--- src/rtl/pipe_hazard_ctrl_pkg.sv ---
// Shared encodings for the pipeline hazard/forwarding controller.
//   result_src_e : writeback result select carried with each instruction
//   fwd_sel_e    : E-stage operand forwarding select
//   pc_src_e     : next-PC select resolved in E
//   md_state_e   : mul/div latency timer state
package pipe_hazard_ctrl_pkg;

    typedef enum logic [1:0] {
        RS_ALU  = 2'b00,
        RS_LOAD = 2'b01,
        RS_PC4  = 2'b10,
        RS_IMM  = 2'b11
    } result_src_e;

    typedef enum logic [1:0] {
        FWD_RF    = 2'b00,
        FWD_W     = 2'b01,
        FWD_M_ALU = 2'b10,
        FWD_M_IMM = 2'b11
    } fwd_sel_e;

    typedef enum logic [1:0] {
        PC_SEQ  = 2'b00,
        PC_BR   = 2'b01,
        PC_JALR = 2'b10
    } pc_src_e;

    typedef enum logic {
        MD_IDLE = 1'b0,
        MD_BUSY = 1'b1
    } md_state_e;

endpackage

--- src/rtl/pipe_hazard_ctrl_if.sv ---
// Bundle of pipeline-stage information seen by the hazard controller and the
// stall/flush/forward controls it returns.
//   master : datapath side (drives register indices, enables, selects, ready)
//   slave  : hazard controller side (drives Stall*/Flush*/Forward*/MdBusy)
interface pipe_hazard_ctrl_if #(
    parameter int unsigned REG_ADDR_W = 5
);
    logic [REG_ADDR_W-1:0] Rs1D, Rs2D, Rs1E, Rs2E;
    logic [REG_ADDR_W-1:0] RdE, RdM, RdW;
    logic                  RegWriteE, RegWriteM, RegWriteW;
    logic [1:0]            ResultSrcE, ResultSrcM, ResultSrcW;
    logic [1:0]            PCSrcE;
    logic                  MdStartE;
    logic                  DMemReadyM;

    logic                  StallF, StallD, StallE, StallM;
    logic                  FlushD, FlushE, FlushM, FlushW;
    logic [1:0]            ForwardAE, ForwardBE;
    logic                  MdBusy;

    modport master (
        output Rs1D, Rs2D, Rs1E, Rs2E, RdE, RdM, RdW,
        output RegWriteE, RegWriteM, RegWriteW,
        output ResultSrcE, ResultSrcM, ResultSrcW,
        output PCSrcE, MdStartE, DMemReadyM,
        input  StallF, StallD, StallE, StallM,
        input  FlushD, FlushE, FlushM, FlushW,
        input  ForwardAE, ForwardBE, MdBusy
    );

    modport slave (
        input  Rs1D, Rs2D, Rs1E, Rs2E, RdE, RdM, RdW,
        input  RegWriteE, RegWriteM, RegWriteW,
        input  ResultSrcE, ResultSrcM, ResultSrcW,
        input  PCSrcE, MdStartE, DMemReadyM,
        output StallF, StallD, StallE, StallM,
        output FlushD, FlushE, FlushM, FlushW,
        output ForwardAE, ForwardBE, MdBusy
    );

endinterface

--- src/rtl/pipe_hazard_ctrl_md_latency_timer.sv ---
// Mul/div latency timer: tracks how long a multi-cycle operation stays in E.
// Ports:
//   clk    in  clock, rising edge
//   rst    in  synchronous reset, active-low
//   start  in  instruction in E is mul/div
//   freeze in  memory wait: hold the count and state
//   busy   out timer running (registered)
//   last   out count has reached zero (final cycle of the operation when busy)
module md_latency_timer
    import pipe_hazard_ctrl_pkg::*;
#(
    parameter int unsigned MD_LAT = 4
) (
    input  logic clk,
    input  logic rst,
    input  logic start,
    input  logic freeze,
    output logic busy,
    output logic last
);
    localparam int unsigned CntW = $clog2(MD_LAT);
    // The start cycle itself spends one cycle in E and the release cycle another.
    localparam logic [CntW-1:0] CntLoad = CntW'(MD_LAT - 2);

    md_state_e       state;
    logic [CntW-1:0] cnt;

    always_ff @(posedge clk) begin
        if (!rst) begin
            state <= MD_IDLE;
            cnt   <= '0;
            busy  <= 1'b0;
        end else begin
            unique case (state)
                MD_IDLE: begin
                    if (start && !freeze) begin
                        state <= MD_BUSY;
                        cnt   <= CntLoad;
                        busy  <= 1'b1;
                    end
                end
                MD_BUSY: begin
                    if (!freeze) begin
                        if (cnt == '0) begin
                            state <= MD_IDLE;
                            busy  <= 1'b0;
                        end else begin
                            cnt <= cnt - CntW'(1);
                        end
                    end
                end
                default: begin
                    state <= MD_IDLE;
                    busy  <= 1'b0;
                end
            endcase
        end
    end

    assign last = (cnt == '0);

endmodule

--- src/rtl/pipe_hazard_ctrl.sv ---
// Hazard/forwarding controller for the 5-stage F/D/E/M/W pipeline.
// Ports:
//   clk  in     clock, rising edge
//   rst  in     synchronous reset, active-low; all outputs forced low while asserted
//   bus  slave  stage indices/enables/selects in; Stall*/Flush*/Forward*/MdBusy out
//   PerfStallCnt, PerfFlushCnt out (HAZARD_PERF_EN only) saturating event counters
// Build option: define HAZARD_PERF_EN to add the performance counters.
module pipe_hazard_ctrl
    import pipe_hazard_ctrl_pkg::*;
#(
    parameter int unsigned REG_ADDR_W = 5,
    parameter int unsigned MD_LAT     = 4,
    parameter int unsigned PERF_W     = 32
) (
    input  logic                clk,
    input  logic                rst,
    pipe_hazard_ctrl_if.slave   bus
`ifdef HAZARD_PERF_EN
    ,
    output logic [PERF_W-1:0]   PerfStallCnt,
    output logic [PERF_W-1:0]   PerfFlushCnt
`endif
);

    logic mem_wait, md_hold, load_use, branch_req;
    logic md_busy, md_last;
    logic stall_f, stall_d, stall_e, stall_m;
    logic flush_d, flush_e, flush_m, flush_w;
    logic [1:0] fwd_a, fwd_b;

    function automatic logic [1:0] fwd_pick(
        input logic [REG_ADDR_W-1:0] rs,
        input logic [REG_ADDR_W-1:0] rd_m,
        input logic                  we_m,
        input logic [1:0]            src_m,
        input logic [REG_ADDR_W-1:0] rd_w,
        input logic                  we_w
    );
        logic [1:0] sel;
        sel = FWD_RF;
        if (rs != '0) begin
            if (rs == rd_m && we_m) begin
                sel = (src_m == RS_IMM) ? FWD_M_IMM : FWD_M_ALU;
            end else if (rs == rd_w && we_w) begin
                sel = FWD_W;
            end
        end
        return sel;
    endfunction

    assign mem_wait   = (bus.ResultSrcM == RS_LOAD) && bus.RegWriteM && !bus.DMemReadyM;
    assign load_use   = (bus.ResultSrcE == RS_LOAD) && bus.RegWriteE && (bus.RdE != '0) &&
                        ((bus.Rs1D == bus.RdE) || (bus.Rs2D == bus.RdE));
    assign branch_req = (bus.PCSrcE != PC_SEQ);

    md_latency_timer #(
        .MD_LAT (MD_LAT)
    ) u_md_timer (
        .clk    (clk),
        .rst    (rst),
        .start  (bus.MdStartE),
        .freeze (mem_wait),
        .busy   (md_busy),
        .last   (md_last)
    );

    // E is held from the cycle the mul/div is first seen until the timer's last cycle.
    assign md_hold = (!md_busy && bus.MdStartE && !mem_wait) || (md_busy && !md_last);

    always_comb begin
        stall_f = 1'b0;
        stall_d = 1'b0;
        stall_e = 1'b0;
        stall_m = 1'b0;
        flush_d = 1'b0;
        flush_e = 1'b0;
        flush_m = 1'b0;
        flush_w = 1'b0;
        fwd_a   = FWD_RF;
        fwd_b   = FWD_RF;
        if (rst) begin
            fwd_a = fwd_pick(bus.Rs1E, bus.RdM, bus.RegWriteM, bus.ResultSrcM,
                             bus.RdW, bus.RegWriteW);
            fwd_b = fwd_pick(bus.Rs2E, bus.RdM, bus.RegWriteM, bus.ResultSrcM,
                             bus.RdW, bus.RegWriteW);
            if (mem_wait) begin
                stall_f = 1'b1;
                stall_d = 1'b1;
                stall_e = 1'b1;
                stall_m = 1'b1;
                flush_w = 1'b1;
            end else if (md_hold) begin
                stall_f = 1'b1;
                stall_d = 1'b1;
                stall_e = 1'b1;
                flush_m = 1'b1;
            end else begin
                // E advances here, so a resolved branch kills D/E and overrides load-use.
                flush_d = branch_req;
                flush_e = branch_req || load_use;
                stall_f = load_use && !branch_req;
                stall_d = load_use && !branch_req;
            end
        end
    end

    assign bus.StallF    = stall_f;
    assign bus.StallD    = stall_d;
    assign bus.StallE    = stall_e;
    assign bus.StallM    = stall_m;
    assign bus.FlushD    = flush_d;
    assign bus.FlushE    = flush_e;
    assign bus.FlushM    = flush_m;
    assign bus.FlushW    = flush_w;
    assign bus.ForwardAE = fwd_a;
    assign bus.ForwardBE = fwd_b;
    assign bus.MdBusy    = rst && md_busy;

`ifdef HAZARD_PERF_EN
    always_ff @(posedge clk) begin
        if (!rst) begin
            PerfStallCnt <= '0;
            PerfFlushCnt <= '0;
        end else begin
            if (stall_f && !(&PerfStallCnt)) begin
                PerfStallCnt <= PerfStallCnt + PERF_W'(1);
            end
            if ((flush_d || flush_e) && !(&PerfFlushCnt)) begin
                PerfFlushCnt <= PerfFlushCnt + PERF_W'(1);
            end
        end
    end
`else
    logic unused_perf_w;
    assign unused_perf_w = ^PERF_W;
`endif

endmodule
--- src/flat_wrapper.sv ---
// flat-port wrapper written by rule: the top's interface ports become plain ports
module pipe_hazard_ctrl_flat import pipe_hazard_ctrl_pkg::*;
#(
    parameter int unsigned REG_ADDR_W = 5,
    parameter int unsigned MD_LAT     = 4,
    parameter int unsigned PERF_W     = 32
)
  (clk, rst, bus_Rs1D, bus_Rs2D, bus_Rs1E, bus_Rs2E, bus_RdE, bus_RdM, bus_RdW, bus_RegWriteE, bus_RegWriteM, bus_RegWriteW, bus_ResultSrcE, bus_ResultSrcM, bus_ResultSrcW, bus_PCSrcE, bus_MdStartE, bus_DMemReadyM, bus_StallF, bus_StallD, bus_StallE, bus_StallM, bus_FlushD, bus_FlushE, bus_FlushM, bus_FlushW, bus_ForwardAE, bus_ForwardBE, bus_MdBusy);
  pipe_hazard_ctrl_if #(.REG_ADDR_W(REG_ADDR_W)) bus_i ();
  input  logic clk;
  input  logic rst;
  input wire logic [$bits(bus_i.Rs1D)-1:0] bus_Rs1D;
  input wire logic [$bits(bus_i.Rs2D)-1:0] bus_Rs2D;
  input wire logic [$bits(bus_i.Rs1E)-1:0] bus_Rs1E;
  input wire logic [$bits(bus_i.Rs2E)-1:0] bus_Rs2E;
  input wire logic [$bits(bus_i.RdE)-1:0] bus_RdE;
  input wire logic [$bits(bus_i.RdM)-1:0] bus_RdM;
  input wire logic [$bits(bus_i.RdW)-1:0] bus_RdW;
  input wire logic [$bits(bus_i.RegWriteE)-1:0] bus_RegWriteE;
  input wire logic [$bits(bus_i.RegWriteM)-1:0] bus_RegWriteM;
  input wire logic [$bits(bus_i.RegWriteW)-1:0] bus_RegWriteW;
  input wire logic [$bits(bus_i.ResultSrcE)-1:0] bus_ResultSrcE;
  input wire logic [$bits(bus_i.ResultSrcM)-1:0] bus_ResultSrcM;
  input wire logic [$bits(bus_i.ResultSrcW)-1:0] bus_ResultSrcW;
  input wire logic [$bits(bus_i.PCSrcE)-1:0] bus_PCSrcE;
  input wire logic [$bits(bus_i.MdStartE)-1:0] bus_MdStartE;
  input wire logic [$bits(bus_i.DMemReadyM)-1:0] bus_DMemReadyM;
  output wire logic [$bits(bus_i.StallF)-1:0] bus_StallF;
  output wire logic [$bits(bus_i.StallD)-1:0] bus_StallD;
  output wire logic [$bits(bus_i.StallE)-1:0] bus_StallE;
  output wire logic [$bits(bus_i.StallM)-1:0] bus_StallM;
  output wire logic [$bits(bus_i.FlushD)-1:0] bus_FlushD;
  output wire logic [$bits(bus_i.FlushE)-1:0] bus_FlushE;
  output wire logic [$bits(bus_i.FlushM)-1:0] bus_FlushM;
  output wire logic [$bits(bus_i.FlushW)-1:0] bus_FlushW;
  output wire logic [$bits(bus_i.ForwardAE)-1:0] bus_ForwardAE;
  output wire logic [$bits(bus_i.ForwardBE)-1:0] bus_ForwardBE;
  output wire logic [$bits(bus_i.MdBusy)-1:0] bus_MdBusy;
  assign bus_i.Rs1D = bus_Rs1D;
  assign bus_i.Rs2D = bus_Rs2D;
  assign bus_i.Rs1E = bus_Rs1E;
  assign bus_i.Rs2E = bus_Rs2E;
  assign bus_i.RdE = bus_RdE;
  assign bus_i.RdM = bus_RdM;
  assign bus_i.RdW = bus_RdW;
  assign bus_i.RegWriteE = bus_RegWriteE;
  assign bus_i.RegWriteM = bus_RegWriteM;
  assign bus_i.RegWriteW = bus_RegWriteW;
  assign bus_i.ResultSrcE = bus_ResultSrcE;
  assign bus_i.ResultSrcM = bus_ResultSrcM;
  assign bus_i.ResultSrcW = bus_ResultSrcW;
  assign bus_i.PCSrcE = bus_PCSrcE;
  assign bus_i.MdStartE = bus_MdStartE;
  assign bus_i.DMemReadyM = bus_DMemReadyM;
  assign bus_StallF = bus_i.StallF;
  assign bus_StallD = bus_i.StallD;
  assign bus_StallE = bus_i.StallE;
  assign bus_StallM = bus_i.StallM;
  assign bus_FlushD = bus_i.FlushD;
  assign bus_FlushE = bus_i.FlushE;
  assign bus_FlushM = bus_i.FlushM;
  assign bus_FlushW = bus_i.FlushW;
  assign bus_ForwardAE = bus_i.ForwardAE;
  assign bus_ForwardBE = bus_i.ForwardBE;
  assign bus_MdBusy = bus_i.MdBusy;
  pipe_hazard_ctrl #(.REG_ADDR_W(REG_ADDR_W), .MD_LAT(MD_LAT), .PERF_W(PERF_W)) u_core (.clk(clk), .rst(rst), .bus(bus_i));
endmodule
--- config.mk ---
export PLATFORM = sky130hd
export DESIGN_NAME = pipe_hazard_ctrl_flat
export DESIGN_NICKNAME = d
export VERILOG_FILES = /design/src/rtl/pipe_hazard_ctrl_pkg.sv /design/src/rtl/pipe_hazard_ctrl_if.sv /design/src/rtl/pipe_hazard_ctrl_md_latency_timer.sv /design/src/rtl/pipe_hazard_ctrl.sv /design/src/flat_wrapper.sv
export SDC_FILE = /design/constraint.sdc
export NUM_CORES = 1
export LEC_CHECK = 0
export BUFFER_PORTS_ARGS = -buffer_cell sky130_fd_sc_hd__buf_2
export CORE_MARGIN = 2
export CORE_UTILIZATION = 30
export CTS_BUF_LIST = sky130_fd_sc_hd__clkbuf_4
export DETAILED_ROUTE_END_ITERATION = 10
export GPL_TIMING_DRIVEN = 0
export PLACE_DENSITY = 0.66
export SKIP_LAST_GASP = 1
export SLEW_MARGIN = 20
export SYNTH_ARGS = -nofsm -noshare
export SYNTH_HDL_FRONTEND = slang
export SYNTH_SLANG_ARGS = --single-unit
--- constraint.sdc ---
create_clock -name clk -period 1.8 [get_ports clk]
set_clock_uncertainty 0.2 [all_clocks]
set_input_delay 0.09 -clock clk [delete_from_list [all_inputs] [get_ports clk]]
set_output_delay 0.09 -clock clk [all_outputs]
set_load 0.02 [all_outputs]
# ---- Yosys cells after proc, flatten, opt, wreduce, memory -nomap -nowiden
# Cells that the tools add are included.
# W data, S select, Z words.
dict set report word_totals {
  register_bits 4
  input_bits 50
}
dict set report op_classes {
  bitwise_logic 1
  n_addsub 1
  n_eq_ne 13
  n_reduce_logical 30
  muxes 37
}
# operator count
set ops {}
lappend ops {{$eq A5 B5 Y1} 6}
lappend ops {{$mux W1} 25}
lappend ops {{$mux W2} 9}
lappend ops {{$logic_and A1 B1 Y1} 15}
lappend ops {{$reduce_bool A5 Y1} 3}
lappend ops {{$ne A2 B2 Y1 const B} 3}
lappend ops {{$reduce_and A3 Y1} 2}
lappend ops {{$logic_not A1 Y1} 5}
lappend ops {{$eq A2 B1 Y1 const B} 2}
lappend ops {{$pmux W1 S2} 2}
lappend ops {{$pmux W2 S2} 1}
lappend ops {{$logic_or A1 B1 Y1} 3}
lappend ops {{$eq A2 B2 Y1 const B} 1}
lappend ops {{$logic_not A2 Y1} 1}
lappend ops {{$ne A2 B1 Y1 const B} 1}
lappend ops {{$reduce_bool A2 Y1} 1}
lappend ops {{$sub A2 B1 Y2 const B} 1}
lappend ops {{$not A1 Y1} 1}

# ---- Longest topological paths before layout
# Gate-level depths: netlist (run 1).
dict set report depth {
  ltp_word 9
  mapped_depth 7
  mapped_depth_nobuf 6
}

# ---- Modules after synthesis
# From an unflattened synthesis (run 1), not the netlist that was laid out.
dict set report unflattened {
  cells_unflattened 98
  hier_area_um2 735.7
}
# mod instances area_each_um2 seq_area_each_um2 cells_per_inst
set modules_own_cells {}
lappend modules_own_cells {pipe_hazard_ctrl 1 516.7 0.0 74}
lappend modules_own_cells {md_latency_timer 1 219.0 80.1 24}

# ---- Worst setup path after synthesis (run 1)
# Ideal clock, no wire load.
dict set report synth_timing {
  path_kind {register -> output}
  start {reg u_core.u_md_timer.cnt[0]}
  end {out bus_StallF}
  arrival_time_ns 1.764
  t_required_ns 1.510
  path_stages_with_launch 8
  path_buffers 1
  setup_slack_ns -0.254
  cell_sequence {dfxtp_1 > inv_1 > ha_1 > nand2_1 > o21ai_0 > a21oi_1 > o21bai_1 > buf_4}
}
dict set report synth_via {
  elab_chain_len 7
}
# element line
set synth_lines {}
lappend synth_lines {{start, declared} pipe_hazard_ctrl_md_latency_timer.sv:26} ;# logic [CntW-1:0] cnt;
lappend synth_lines {{start signal, assigned} pipe_hazard_ctrl_md_latency_timer.sv:38} ;# cnt <= CntLoad;
lappend synth_lines {{start signal, assigned} pipe_hazard_ctrl_md_latency_timer.sv:48} ;# cnt <= cnt - CntW'(1);
lappend synth_lines {{$logic_not A2 Y1} pipe_hazard_ctrl_md_latency_timer.sv:60} ;# assign last = (cnt == '0);
lappend synth_lines {{$logic_not A1 Y1} pipe_hazard_ctrl.sv:68} ;# assign md_hold = (!md_busy && bus.MdStartE && !mem_wait) || (md_busy && !md_last);
lappend synth_lines {{$logic_and A1 B1 Y1} pipe_hazard_ctrl.sv:68}
lappend synth_lines {{$logic_or A1 B1 Y1} pipe_hazard_ctrl.sv:68}
lappend synth_lines {{$mux W1 (3 in series)} -}
lappend synth_lines {{end, declared} flat_wrapper.sv:28} ;# output wire logic [$bits(bus_i.StallF)-1:0] bus_StallF;
# No other way between the ends.

# ---- Final worst setup path (run 1)
dict set report layout_timing {
  start {in bus_MdStartE}
  end {out bus_StallF}
}
dict set report layout_via {
  elab_chain_len 6
}
# element line
set layout_lines {}
lappend layout_lines {{start, declared} flat_wrapper.sv:26} ;# input wire logic [$bits(bus_i.MdStartE)-1:0] bus_MdStartE;
lappend layout_lines {{$logic_and A1 B1 Y1 (2 in series)} pipe_hazard_ctrl.sv:68}
lappend layout_lines {{$logic_or A1 B1 Y1} pipe_hazard_ctrl.sv:68}
lappend layout_lines {{$mux W1} pipe_hazard_ctrl.sv:92} ;# end else if (md_hold) begin
lappend layout_lines {{$mux W1} pipe_hazard_ctrl.sv:86} ;# if (mem_wait) begin
lappend layout_lines {{$mux W1} pipe_hazard_ctrl.sv:81} ;# if (rst) begin
# No other way between the ends.

==> results.json, run 1 <==
{
  "status": "complete, no violations",
  "grt_usage_pct": 15.7,
  "grt_pass1_wl_um": 3360,
  "hold_ws_ns": 0.285,
  "wl_per_cell_um": 11.4,
  "grt_pass1_vias": 863,
  "die_y_um": 52.7,
  "synthCells": 101,
  "yosys.cell_types.count": 26,
  "drtIter0Drc": 8,
  "yosysTopAreaCell": "xor2_1",
  "finalHoldViolations": 0,
  "die_area_um2": 2780,
  "reg2reg_depth": 6,
  "io_buffers": 60,
  "start_kind": "input pin",
  "cts_made_buffers": 3,
  "vias_per_cell": 4.90,
  "final_cell_mix": "buf_2 (59), xor2_1 (20), nor2_1 (11), xnor2_1 (10)",
  "initial_core_util_pct": 31.9,
  "ir_drop_v": 0.000329,
  "fp.dieW_um": 52.7,
  "holdPathStages": 5,
  "area_growth_pct": 61.7,
  "nets": 221,
  "setup_tns_ns": 0,
  "final_common_cell": "buf_2",
  "rows": 17,
  "ctsHtreeMaxLevel": 1,
  "routed_wl_um": 2240,
  "power.density_nw_per_um2": 432,
  "setup_violations": 0,
  "slew_headroom_pct": 71.3,
  "maxCapViolCount": 0,
  "cts_tree": "yes",
  "antenna_found_initial": 0,
  "drcViolationCount": 0,
  "endpoint_kind": "output pin",
  "ios": 63,
  "p_leak_nw": 0.562,
  "vias": 961,
  "critical_path_class": "input pin to output pin",
  "antenna_cells": 0,
  "ant_nets": 0,
  "synth_nets": 152,
  "max_freq_mhz": 565,
  "clk_pin_slew_worst_paths_ns": 0.04,
  "cts.sinks": 4,
  "critical_path_required_ns": 1.51,
  "first_pass_iters": 4,
  "synth_seq_area_share_pct": 11.2,
  "dp_hpwl_um": 1910,
  "cts_buffer_depth": 2,
  "ys_seq_elements": 4,
  "fin_util_pct": 51.5,
  "grt_max_degree": 8,
  "final_max_slew_viol_count": 0,
  "rsz0062_at_grt": "true",
  "clock_latency_ns": 0.24,
  "routabilityCongestion": 0.817,
  "root_buffer": "clkbuf_4",
  "finalCriticalPeriod_ns": 1.77,
  "syn_area_um2": 712,
  "drive_above_1_share_pct": 45.8,
  "synth_area_per_cell_um2": 7.05,
  "synth_area_leaders": "xor2_1 (25%), xnor2_1 (12%), dfxtp_1 (11%), nor2_1 (5.8%), a21oi_1 (5.6%)",
  "cp.arrival_ns": 1.48,
  "grt_overflow": 0,
  "ys.warnings.count": 0,
  "min_path_type": "input pin to flip-flop",
  "core_region_area_um2": 2230,
  "synth_top_area_share_pct": 24.6,
  "cp_max_fo": 4,
  "min_period_over_period_pct": 98.3,
  "worst_pin_slew_ns": 0.426
}
-- logic make-up (layout without fill, tap and decap cells) --
| logic type | after synthesis | count (layout) | share of synthesized area [%] |
|---|---|---|---|
| fa+ha+maj | 1 | 1 | 1.76 |
| compound gates | 17 | 17 | 13.5 |
| buf+inv | 6 | 73 | 4.22 |
| mux | 1 | 1 | 1.41 |
| flops | 4 | 4 | 11.2 |
| simple gates | 42 | 42 | 30.9 |
| xor+xnor | 30 | 30 | 36.9 |
-- state kept, by name (all words and copies together) (netlist names) --
signal	cells
u_core.u_md_timer.busy	1
u_core.u_md_timer.cnt	2
u_core.u_md_timer.state	1
-- worst max-delay path: stages --
cell,delay [ns]
dlygate4sd3_1,0.54
buf_2,0.15
o21ai_2,0.17
a21oi_2,0.08
o21bai_4,0.18
buf_6,0.12
buf_4,0.14
-- layer usage --
layer	vias to the layer above	part of all wire [%]	global-route usage (%)
li1	486	-	-
met1	419	37	16.0
met2	56	51	31.7
met3	0	11	4.57
met4	0	0	1.71
met5	-	0	0
-- where the power goes --
part	total, mW	switching [mW]	leakage [nW]	internal (mW)
Sequential	0.107	0.00912	0.0338	0.0979
Combinational	0.275	0.138	0.515	0.137
Clock	0.115	0.0401	0.0138	0.0748
Total	0.497	0.187	0.562	0.309
-- through the flow --
stage          worst slack (ns)  instance area (um2)  power [mW]  cells
6_report                 0.0309                 1150       0.497    196
5_1_grt                 -0.0246                 1150       0.535    196
4_1_cts                 0.00487                 1130       0.487    194
3_5_place_dp             0.0524                 1070       0.358    189
3_3_place_gp             0.0956                 1070       0.350    189
2_1_floorplan            0.0211                  731       0.247    101
-- final cells by class --
type | count | area [um2]
fill | 221 | 1080
multi-input combinational | 91 | 639
timing repair buffer | 64 | 338
sequential | 4 | 82.6
tap | 28 | 35.0
clock buffer | 3 | 22.5
buffer | 3 | 22.5
inverter | 3 | 11.3
-- what timing repair did --
item | 4_1_cts | 5_1_grt
gates resized for setup | 6 | 4
setup endpoints to repair | 5 | 4
pin swaps | 0 | 2
endpoints found under the hold margin | 2 | 0
hold buffers | 2 | 0
buffers inserted | 0 | 2
-- Yosys cell counts --
master	count
xor2_1	20
nor2_1	11
xnor2_1	10
a21oi_1	8
nand2_1	7
nand3_1	5
nor3_1	5
o21ai_0	5
dfxtp_1	4
nor4_1	4
inv_1	3
buf_4	2
nand4_1	2
or2_0	2
or4_1	2
a211oi_1	1
a21o_1	1
a2bb2oi_1	1
and2_1	1
and4bb_2	1
clkbuf_1	1
ha_1	1
mux2i_1	1
nand3b_1	1
nand4bb_1	1
o21bai_1	1
-- final timing paths --
path | startpoint | endpoint | slack [ns]
setup / recovery | bus_MdStartE | bus_StallF | 0.03
hold / removal | bus_ResultSrcM[0] | u_core.u_md_timer.state | 0.29
setup reg to reg | u_core.u_md_timer.cnt[1] | u_core.u_md_timer.cnt[0] | 0.44
hold reg to reg | u_core.u_md_timer.state | u_core.u_md_timer.state | 0.34
(Power assumes the default switching activity.)
==> run 2, diff against run 1 <==
CTS_CLUSTER_DIAMETER = 120   (was unset)
clock period = 2.2 ns   (was 1.8 ns; I/O delays follow)
==> results.json, run 2 (same netlist as run 1, synthesis figures left out) <==
{
  "status": "complete, no violations",
  "place_inst": 189,
  "ctsHtreeMaxLevel": 1,
  "critical_path_class": "flip-flop to output pin",
  "vias_per_cell": 5.19,
  "vias": 1013,
  "critical_path_required_ns": 1.89,
  "ant_nets": 0,
  "final_max_slew_viol_count": 0,
  "clock_latency_ns": 0.24,
  "grt_max_degree": 8,
  "rsz0062_at_grt": "false",
  "setup_violations": 0,
  "core_region_area_um2": 2230,
  "clk_pin_slew_worst_paths_ns": 0.04,
  "cts_tree": "yes",
  "ios": 63,
  "reg.largest.list": "u_core.u_md_timer.cnt (2), u_core.u_md_timer.busy (1), u_core.u_md_timer.state (1)",
  "ir_drop_v": 0.000202,
  "die_y_um": 52.7,
  "nFillCells": 252,
  "drcViolationCount": 0,
  "power_mw": 0.395,
  "wl_per_cell_um": 11.7,
  "placed_area_um2": 1050,
  "io_buffers": 60,
  "cp.arrival_ns": 1.67,
  "grt_util_met3_pct": 4.86,
  "final_cell_mix": "buf_2 (60), xor2_1 (20), nor2_1 (11), xnor2_1 (10), a21oi_1 (8)",
  "setup_tns_ns": 0,
  "fin_area_um2": 1100,
  "worst_pin_slew_ns": 0.294,
  "area_growth_pct": 54.5,
  "min_period_over_period_pct": 90.2,
  "routed_wl_um": 2290,
  "met2_usage_pct": 35.2,
  "root_buffer": "clkbuf_4",
  "cp_slowest_cell": "dfxtp_1",
  "fin_ws_ns": 0.217,
  "p_leak_nw": 0.549,
  "use_met1_pct": 17.2,
  "cts_made_buffers": 3,
  "drtIter0Drc": 12,
  "dp_hpwl_um": 1940,
  "grt_overflow": 0,
  "nets": 220,
  "grt_pass1_wl_um": 3660,
  "start_kind": "flip-flop",
  "cts.sinks": 4,
  "grt_usage_pct": 17.3,
  "largest_register_ffs": 2,
  "final_common_cell": "buf_2",
  "max_freq_mhz": 504,
  "drive_above_1_share_pct": 40.7,
  "maxCapViolCount": 0,
  "finalHoldViolations": 0,
  "grt.busiest_layer": "met2",
  "antenna_found_initial": 0,
  "regMostFlops": "u_core.u_md_timer.cnt",
  "path_delay_family": "compound AO/OA/AOI/OAI gates",
  "endpoint_kind": "output pin",
  "finalCriticalPeriod_ns": 1.98,
  "power.density_nw_per_um2": 359,
  "fp.dieW_um": 52.7,
  "min_path_type": "input pin to flip-flop",
  "antenna_cells": 0,
  "die_area_um2": 2780,
  "dp_slack_ns": 0.377,
  "fin_cells": 195,
  "cp_slowest_stage_delay_ns": 0.35,
  "rows": 17,
  "slew_headroom_pct": 80.2,
  "grt_pass1_vias": 945,
  "critical_path.cell_chain": "inv_1 > ha_2 > nand2_1 > o21ai_1 > a21oi_1 > o21bai_1 > buf_4 > buf_2",
  "initial_core_util_pct": 31.9,
  "routabilityCongestion": 0.804,
  "first_pass_iters": 4,
  "cp_max_fo": 5,
  "cts_buffer_depth": 2,
  "cp_num_buf_inv": 3
}
[run 2: power breakdown]
group | switching, mW | total (mW) | internal [mW]
Clock | 0.0375 | 0.0991 | 0.0615
Combinational | 0.107 | 0.208 | 0.101
Sequential | 0.00769 | 0.0871 | 0.0794
Total | 0.153 | 0.395 | 0.242
[run 2: stage by stage]
stage / hold WS (ns) / util (%)
3_3_place_gp: 0.218 / 46.9
3_5_place_dp: 0.228 / 46.9
2_1_floorplan: 0.0484 / -
5_1_grt: 0.355 / 49.2
6_report: 0.285 / 49.2
4_1_cts: 0.277 / 48.8
[run 2: cell type report]
type | count | area [um2] | share of cell area (%)
flip-flops and latches | 4 | 80.1 | 7.28
repair buffers | 63 | 328 | 29.8
clock buffers | 3 | 22.5 | 2.05
well taps | 28 | 35.0 | 3.19
plain buffers | 3 | 18.8 | 1.71
multi-input cells | 91 | 604 | 54.9
inverters | 3 | 11.3 | 1.02
[run 2: final timing paths]
path                                 start  depth (start not counted)                        to  slack (ns)
setup / recovery  u_core.u_md_timer.cnt[0]                          8                bus_StallF        0.22
hold / removal           bus_ResultSrcM[0]                          5   u_core.u_md_timer.state        0.28
setup reg to reg  u_core.u_md_timer.cnt[0]                          6  u_core.u_md_timer.cnt[0]        0.85
hold reg to reg    u_core.u_md_timer.state                          2   u_core.u_md_timer.state        0.36
[run 2: metal layers]
metal / routed length, um / share of wire (%) / up-vias
met1: 849 / 37 / 463
met3: 268 / 12 / 2
li1: - / - / 485
met4: 4 / 0.17 / 0
met5: 0 / 0 / -
met2: 1170 / 51 / 63
[run 2: worst min-delay path, stage by stage]
cell and delay [ns]:
buf_2 0.10, nand4bb_1 0.09, clkbuf_1 0.19, nand3b_1 0.12, a21oi_1 0.06
[run 2: timing repair]
action,CTS,global route
setup buffers,0,1
hold endpoints to repair,2,0
setup endpoints to repair,0,2
hold buffers,2,0
resized for setup,0,2
